## src/rtl/logic_arb_pkg.sv

```systemverilog
// Shared types for the two-port logic unit arbiter: opcode and result-slot state enums
// plus the default operand width.
package logic_arb_pkg;

   localparam int DATA_W = 8;

   typedef enum logic [1:0] {
      OP_AND  = 2'b00,
      OP_OR   = 2'b01,
      OP_XOR  = 2'b10,
      OP_NAND = 2'b11
   } op_e;

   typedef enum logic {
      EMPTY = 1'b0,
      FULL  = 1'b1
   } state_e;

endpackage

```

## src/rtl/logic_unit.sv

```systemverilog
// Combinational bitwise logic unit: y = a <op> b over the full width, no carries.
module logic_unit
   import logic_arb_pkg::*;
#(
   parameter int DATA_W = logic_arb_pkg::DATA_W
) (
   input  logic [DATA_W-1:0] a,
   input  logic [DATA_W-1:0] b,
   input  op_e               op,
   output logic [DATA_W-1:0] y
);

   always_comb begin
      // NOTE: y gets a default before the case so no path can leave it unassigned (no latch).
      y = '0;
      unique case (op)
         OP_AND:  y = a & b;
         OP_OR:   y = a | b;
         OP_XOR:  y = a ^ b;
         OP_NAND: y = ~(a & b);
      endcase
   end

endmodule

```

## src/rtl/logic_unit_arbiter.sv

```systemverilog
// Round-robin arbiter sharing one logic_unit between two valid/ready requesters, with a
// registered, id-tagged result slot. Define ARB_STATS_EN to enable saturating grant counters.
module logic_unit_arbiter
   import logic_arb_pkg::*;
#(
   parameter int DATA_W = logic_arb_pkg::DATA_W,
   parameter int STAT_W = 8
) (
   input  logic              clk,
   input  logic              rst_n,
   input  logic [1:0]        req_valid,
   output logic [1:0]        req_ready,
   input  logic [DATA_W-1:0] req_a0,
   input  logic [DATA_W-1:0] req_a1,
   input  logic [DATA_W-1:0] req_b0,
   input  logic [DATA_W-1:0] req_b1,
   input  logic [1:0]        req_op0,
   input  logic [1:0]        req_op1,
   output logic              rsp_valid,
   input  logic              rsp_ready,
   output logic [DATA_W-1:0] rsp_data,
   output logic              rsp_id,
   output logic [STAT_W-1:0] gnt_cnt0,
   output logic [STAT_W-1:0] gnt_cnt1
);

   state_e            state_q, state_d;
   logic              rr_last_q;
   logic              slot_free;
   logic              gnt_any;
   logic              gnt_id;
   logic [DATA_W-1:0] a_sel, b_sel, lu_y;
   op_e               op_sel;

   // A new result may be loaded when the slot is empty or is being drained this cycle.
   assign slot_free = (state_q == EMPTY) | rsp_ready;

   always_comb begin
      gnt_any = 1'b0;
      gnt_id  = 1'b0;
      if (slot_free) begin
         unique case (req_valid)
            2'b01:   begin gnt_any = 1'b1; gnt_id = 1'b0;       end
            2'b10:   begin gnt_any = 1'b1; gnt_id = 1'b1;       end
            2'b11:   begin gnt_any = 1'b1; gnt_id = ~rr_last_q; end
            default: begin gnt_any = 1'b0; gnt_id = 1'b0;       end
         endcase
      end
   end

   assign a_sel  = gnt_id ? req_a1 : req_a0;
   assign b_sel  = gnt_id ? req_b1 : req_b0;
   assign op_sel = op_e'(gnt_id ? req_op1 : req_op0);

   logic_unit #(.DATA_W(DATA_W)) u_logic_unit (
      .a  (a_sel),
      .b  (b_sel),
      .op (op_sel),
      .y  (lu_y)
   );

   always_ff @(posedge clk or negedge rst_n) begin
      if (!rst_n) state_q <= EMPTY;
      else        state_q <= state_d;
   end

   always_comb begin
      state_d = state_q;
      unique case (state_q)
         EMPTY: if (gnt_any)               state_d = FULL;
         FULL:  if (rsp_ready && !gnt_any) state_d = EMPTY;
      endcase
   end

   always_comb begin
      rsp_valid = (state_q == FULL);
      req_ready = 2'b00;
      if (gnt_any) req_ready = gnt_id ? 2'b10 : 2'b01;
   end

   // rr_last resets to 1 so port 0 wins the first tie.
   always_ff @(posedge clk or negedge rst_n) begin
      if (!rst_n) begin
         rsp_data  <= '0;
         rsp_id    <= 1'b0;
         rr_last_q <= 1'b1;
      end else if (gnt_any) begin
         // NOTE: sequential state uses non-blocking assignments so every flop samples pre-edge values.
         rsp_data  <= lu_y;
         rsp_id    <= gnt_id;
         rr_last_q <= gnt_id;
      end
   end

`ifdef ARB_STATS_EN
   logic [STAT_W-1:0] cnt0_q, cnt1_q;

   always_ff @(posedge clk or negedge rst_n) begin
      if (!rst_n) begin
         cnt0_q <= '0;
         cnt1_q <= '0;
      end else if (gnt_any) begin
         if (!gnt_id && (cnt0_q != '1)) cnt0_q <= cnt0_q + 1'b1;
         if ( gnt_id && (cnt1_q != '1)) cnt1_q <= cnt1_q + 1'b1;
      end
   end

   assign gnt_cnt0 = cnt0_q;
   assign gnt_cnt1 = cnt1_q;
`else
   assign gnt_cnt0 = '0;
   assign gnt_cnt1 = '0;
`endif

endmodule
```

## config.mk

```make
export PLATFORM = sky130hd
export DESIGN_NAME = logic_unit_arbiter
export DESIGN_NICKNAME = d
export VERILOG_FILES = /design/src/rtl/logic_arb_pkg.sv /design/src/rtl/logic_unit.sv /design/src/rtl/logic_unit_arbiter.sv
export SDC_FILE = /design/constraint.sdc
export NUM_CORES = 1
export LEC_CHECK = 0
export CORE_MARGIN = 3
export CORE_UTILIZATION = 44
export CTS_CLUSTER_DIAMETER = 150
export CTS_CLUSTER_SIZE = 28
export DETAILED_ROUTE_END_ITERATION = 12
export GPL_TIMING_DRIVEN = 0
export HOLD_SLACK_MARGIN = 0.08
export PLACE_DENSITY = 0.94
export SLEW_MARGIN = 20
export SYNTH_ARGS = -nofsm -noshare
export SYNTH_HDL_FRONTEND = slang
export SYNTH_SLANG_ARGS = --single-unit
```

## constraint.sdc

```tcl
create_clock -name clk -period 4.47 [get_ports clk]
set_input_delay 0.894 -clock clk [delete_from_list [all_inputs] [get_ports clk]]
set_output_delay 0.894 -clock clk [all_outputs]
set_load 0.02 [all_outputs]
```

# == Yosys cells after proc, flatten, opt, wreduce, memory -nomap -nowiden ==
# Index checks and enable logic that the tools add are counted.
# Widths: inputs -> output; s select.
# word_totals
reg_bits,11
latch_bits,0
ramBits,0
romBits,0
mem_count,0
# op_classes
n_addsub,0
mul,0
n_div,0
magnitude_cmp,0
eq_ne,6
shift,0
mux,13
bitwise_logic,7
reduce_logical,4
# op_table
op,count
$pmux 8 s4,1
$mux 8,2
$and 8x8->8,1
$eq 2x2->1 const B,4
$not 8->8,1
$or 8x8->8,1
$xor 8x8->8,1
$mux 2,3
$mux 1,5
$eq 2x1->1 const B,2
$pmux 1 s2,2
$reduce_or 3->1,1
$logic_not 2->1,1
$not 1->1,2
$logic_and 1x1->1,1
$logic_not 1->1,1
$or 1x1->1,1

# == Logic depth before layout (Yosys ltp) ==
# logic_depth
ltp_word,8
mapped_depth,13
depth_no_buf,12

# == By module ==
# From an unflattened synthesis, not the netlist that was laid out.
# hier_totals
hier_cells,128
hier_area_um2,1447.6
# modules_own_cells
mod,instances,cells_per_inst,area_each_um2,seq_area_each_um2
logic_unit_arbiter,1,69,894.6,276.5
logic_unit,1,59,553.0,0.0

# == Worst setup path after synthesis ==
# No wires, ideal clock.
# synth_path
kind,input-to-output
start,input port rsp_ready
end,output port req_ready[0]
arrival_ns,1.986
slack_ns,1.590
stages,5
path_buffers,2
path_cell_list,nand2b_1 > buf_2 > o21ai_1 > clkbuf_1 > nor2_1
# synth_between
elab_chain_len,4
# synth_rtl
item,line_no,source
"start, declared",logic_unit_arbiter.sv:20,"input logic rsp_ready,"
$or 1x1->1 *,logic_unit_arbiter.sv:36,assign slot_free = (state_q == EMPTY) | rsp_ready;
$mux 1,logic_unit_arbiter.sv:41,if (slot_free) begin
$mux 2,logic_unit_arbiter.sv:78,if (gnt_any) req_ready = gnt_id ? 2'b10 : 2'b01;
$mux 2 *,logic_unit_arbiter.sv:78,
"end, declared",logic_unit_arbiter.sv:12,"output logic [1:0] req_ready,"
# Mark *: on every way between the ends. The rest lies on a longest branch, timed or not.

# == Worst setup path after layout ==
# Same ends and word-level chain as after synthesis.

==> impl_metrics.json <==
{
  "slew_violations": 0,
  "fin_skew_ns": 0.000223,
  "worstSetupPathType": "in2out",
  "grt_pass1_wl_mm": 6.02,
  "cap_viol_max_count": 0,
  "rows": 20,
  "clkSinkCount": 11,
  "avgSynthCellArea_sq_um": 7.54,
  "syn_area_sq_mm": 0.00143,
  "leakagePower_uw": 0.00108,
  "synth_cell_types": 26,
  "netlist_top_cells_count": "nand2_1, inv_1, buf_4",
  "die-height_um": 62.9,
  "worst_ep_required_time_ns": 3.58,
  "root_buffer": "clkbuf_4",
  "die_w_um": 62.9,
  "cp_cell_sequence": "clkdlybuf4s50_1 > nand2b_1 > buf_2 > o21ai_1 > clkbuf_1 > nor2_1 > clkdlybuf4s50_1",
  "path_max_fanout": 10,
  "routedWlPerCell_um": 12.3,
  "vias": 1461,
  "worst_pin_slew_ns": 0.744,
  "cts_setup_buffers": 0,
  "period_share_pct": 91.0,
  "whs_ns": 0.479,
  "netlist_instances": 189,
  "numCtsBuffers": 3,
  "status": "completed",
  "synth.ff_latch_count": 11,
  "htreeDepth": 1,
  "start_util_pct": 46.3,
  "async_reset_ff_share_pct": 100,
  "hpwl_mm": 2.91,
  "via_per_inst": 4.84,
  "cp.arrival_ns": 3.17,
  "slew_headroom_pct": 50.1,
  "yosys_most_used_dff": "dfrtp_1",
  "path_clk_slew_ns": 0.08,
  "clk_latency_ns": 0.28,
  "hold_viol_final": 0,
  "setup_tns_ns": 0,
  "cp_slowest_cell": "clkdlybuf4s50_1",
  "area_growth_pct": 44.9,
  "clockBufferDepth": 2,
  "path_common_cell": "clkdlybuf4s50_1",
  "cp-end-kind": "output port",
  "yosys.area.top_type_share_pct": 17.6,
  "yosysMostFrequentCell": "nand2_1",
  "grt_max_degree": 12,
  "grt_pass1_vias": 1328,
  "ir_worst_vdd_uv": 108,
  "drive_gt1_share_pct": 12.4,
  "ant_nets": 0,
  "drtIter0Drc": 119,
  "cts.repair.resized": 0,
  "setup_viol": 0,
  "grt_usage_pct": 19.0,
  "dieArea_sq_mm": 0.00396,
  "pin_count": 69,
  "rsz0062_at_grt": "no",
  "dr.pass1.iters": 4,
  "cts_tree": "yes",
  "synth_largest_area_cell": "dfrtp_1",
  "slowest_delay_ns": 0.55,
  "coreArea_sq_mm": 0.00308,
  "yosys_warnings": 0,
  "grt_overflow": 0,
  "synth_edf_count": 0,
  "fmax_mhz": 246,
  "portBuffers": 50,
  "pwr_density_cell_mw_per_mm2": 223,
  "hold_path_class": "reg2reg",
  "cts-hold-fix-buffers": 0,
  "totalWireLength_mm": 3.72,
  "cp-start-kind": "input port",
  "ys_seq_area_share_pct": 19.4,
  "antenna_found_initial": 0,
  "antennaDiodeCount": 0,
  "gp_congestion": 0.894,
  "drc": 0,
  "min_period_ns": 4.07,
  "synthTopCellsByArea": "dfrtp_1, ha_1, nand2_1",
  "fin_nets": 316
}
per-layer routing:
layer / GRT usage [%] / part of all wire [%] / vias up
li1: - / - / 741
met1: 22.3 / 37 / 626
met2: 34.4 / 52 / 88
met3: 3.06 / 10 / 6
met4: 6.61 / 1.4 / 0
met5: 0 / 0 / -
cell type report:
| cell class | count | area [sq um] |
|---|---|---|
| Buffer | 24 | 174 |
| Clock buffer | 3 | 22.5 |
| Clock inverter | 1 | 5.00 |
| Fill cell | 264 | 1010 |
| Inverter | 29 | 109 |
| Multi-Input combinational cell | 140 | 922 |
| Sequential cell | 11 | 277 |
| Tap cell | 44 | 55.1 |
| Timing Repair Buffer | 50 | 500 |
cells in the final DEF, fill, tap and decap left out, types with 3 or more instances in the layout:
cell type        instances
clkdlybuf4s50_1         50
nand2_1                 44
inv_1                   28
buf_4                   18
ha_1                    16
conb_1                  16
nor2_1                  12
dfrtp_1                 10
mux2i_1                  9
a222oi_1                 8
o31ai_1                  8
a21oi_1                  7
a31oi_1                  5
nand2b_1                 3
clkbuf_1                 3
a211o_1                  3
clkbuf_4                 3
worst max-delay path: cells and delay by family:
kind	cells	cell delay (ns)
AOI/OAI and AO/OA	1	0.42
buffers and inverters	4	1.58
and+or+nand+nor	2	0.27
path summary, 6_finish.rpt:
kind | end | cells past startpoint | from | slack [ns]
min in group asynchronous | rsp_id$_DFFE_PN0P_ | 1 | rst_n | 0.95
worst max-delay path | req_ready[0] | 7 | rsp_ready | 0.40
worst max register to register | rsp_data[6]$_DFFE_PN0P_ | 11 | rr_last_q$_DFFE_PN1P_ | 1.64
worst min-delay path | rsp_data[2]$_DFFE_PN0P_ | 2 | rsp_data[2]$_DFFE_PN0P_ | 0.48
worst min register to register | rsp_data[2]$_DFFE_PN0P_ | 2 | rsp_data[2]$_DFFE_PN0P_ | 0.48
max in group asynchronous | rr_last_q$_DFFE_PN1P_ | 1 | rst_n | 3.16
power breakdown:
| group | total (uW) | switching [uW] | leakage, uW | internal, uW |
|---|---|---|---|---|
| Clock | 72.1 | 38.9 | 0.0000177 | 33.2 |
| Combinational | 259 | 133 | 0.000933 | 126 |
| Sequential | 131 | 11.7 | 0.000131 | 119 |
per-stage QoR:
stage | instance area (sq um) | std cells | util (%) | setup slack, ns | power (uW)
global route | 2060 | 302 | 67.1 | 0.270 | 495
CTS | 2060 | 302 | 67.1 | 0.429 | 463
finish | 2060 | 302 | 67.1 | 0.402 | 461
detailed placement | 2040 | 298 | 66.2 | 0.433 | 390
global placement | 2040 | 298 | 66.2 | 0.447 | 382
floorplan | 1480 | 204 | - | 1.59 | 287
flip-flops by register name (all words and copies together), names as in the netlist:
signal,cells
rr_last_q,1
rsp_data,8
rsp_id,1
rsp_valid,1
logic make-up (layout without fill, tap and decap cells):
logic type | after synthesis | count (layout) | share of synthesized area (%)
adders and majority gates | 16 | 16 | 14.0
and+or+nand+nor | 61 | 61 | 17.5
AOI/OAI and AO/OA | 36 | 36 | 19.5
muxes | 11 | 11 | 9.48
other | 1 | 16 | 0.263
DFF | 11 | 11 | 19.4
buffers and inverters | 53 | 107 | 19.8
Power figures use the tool's default switching activity.
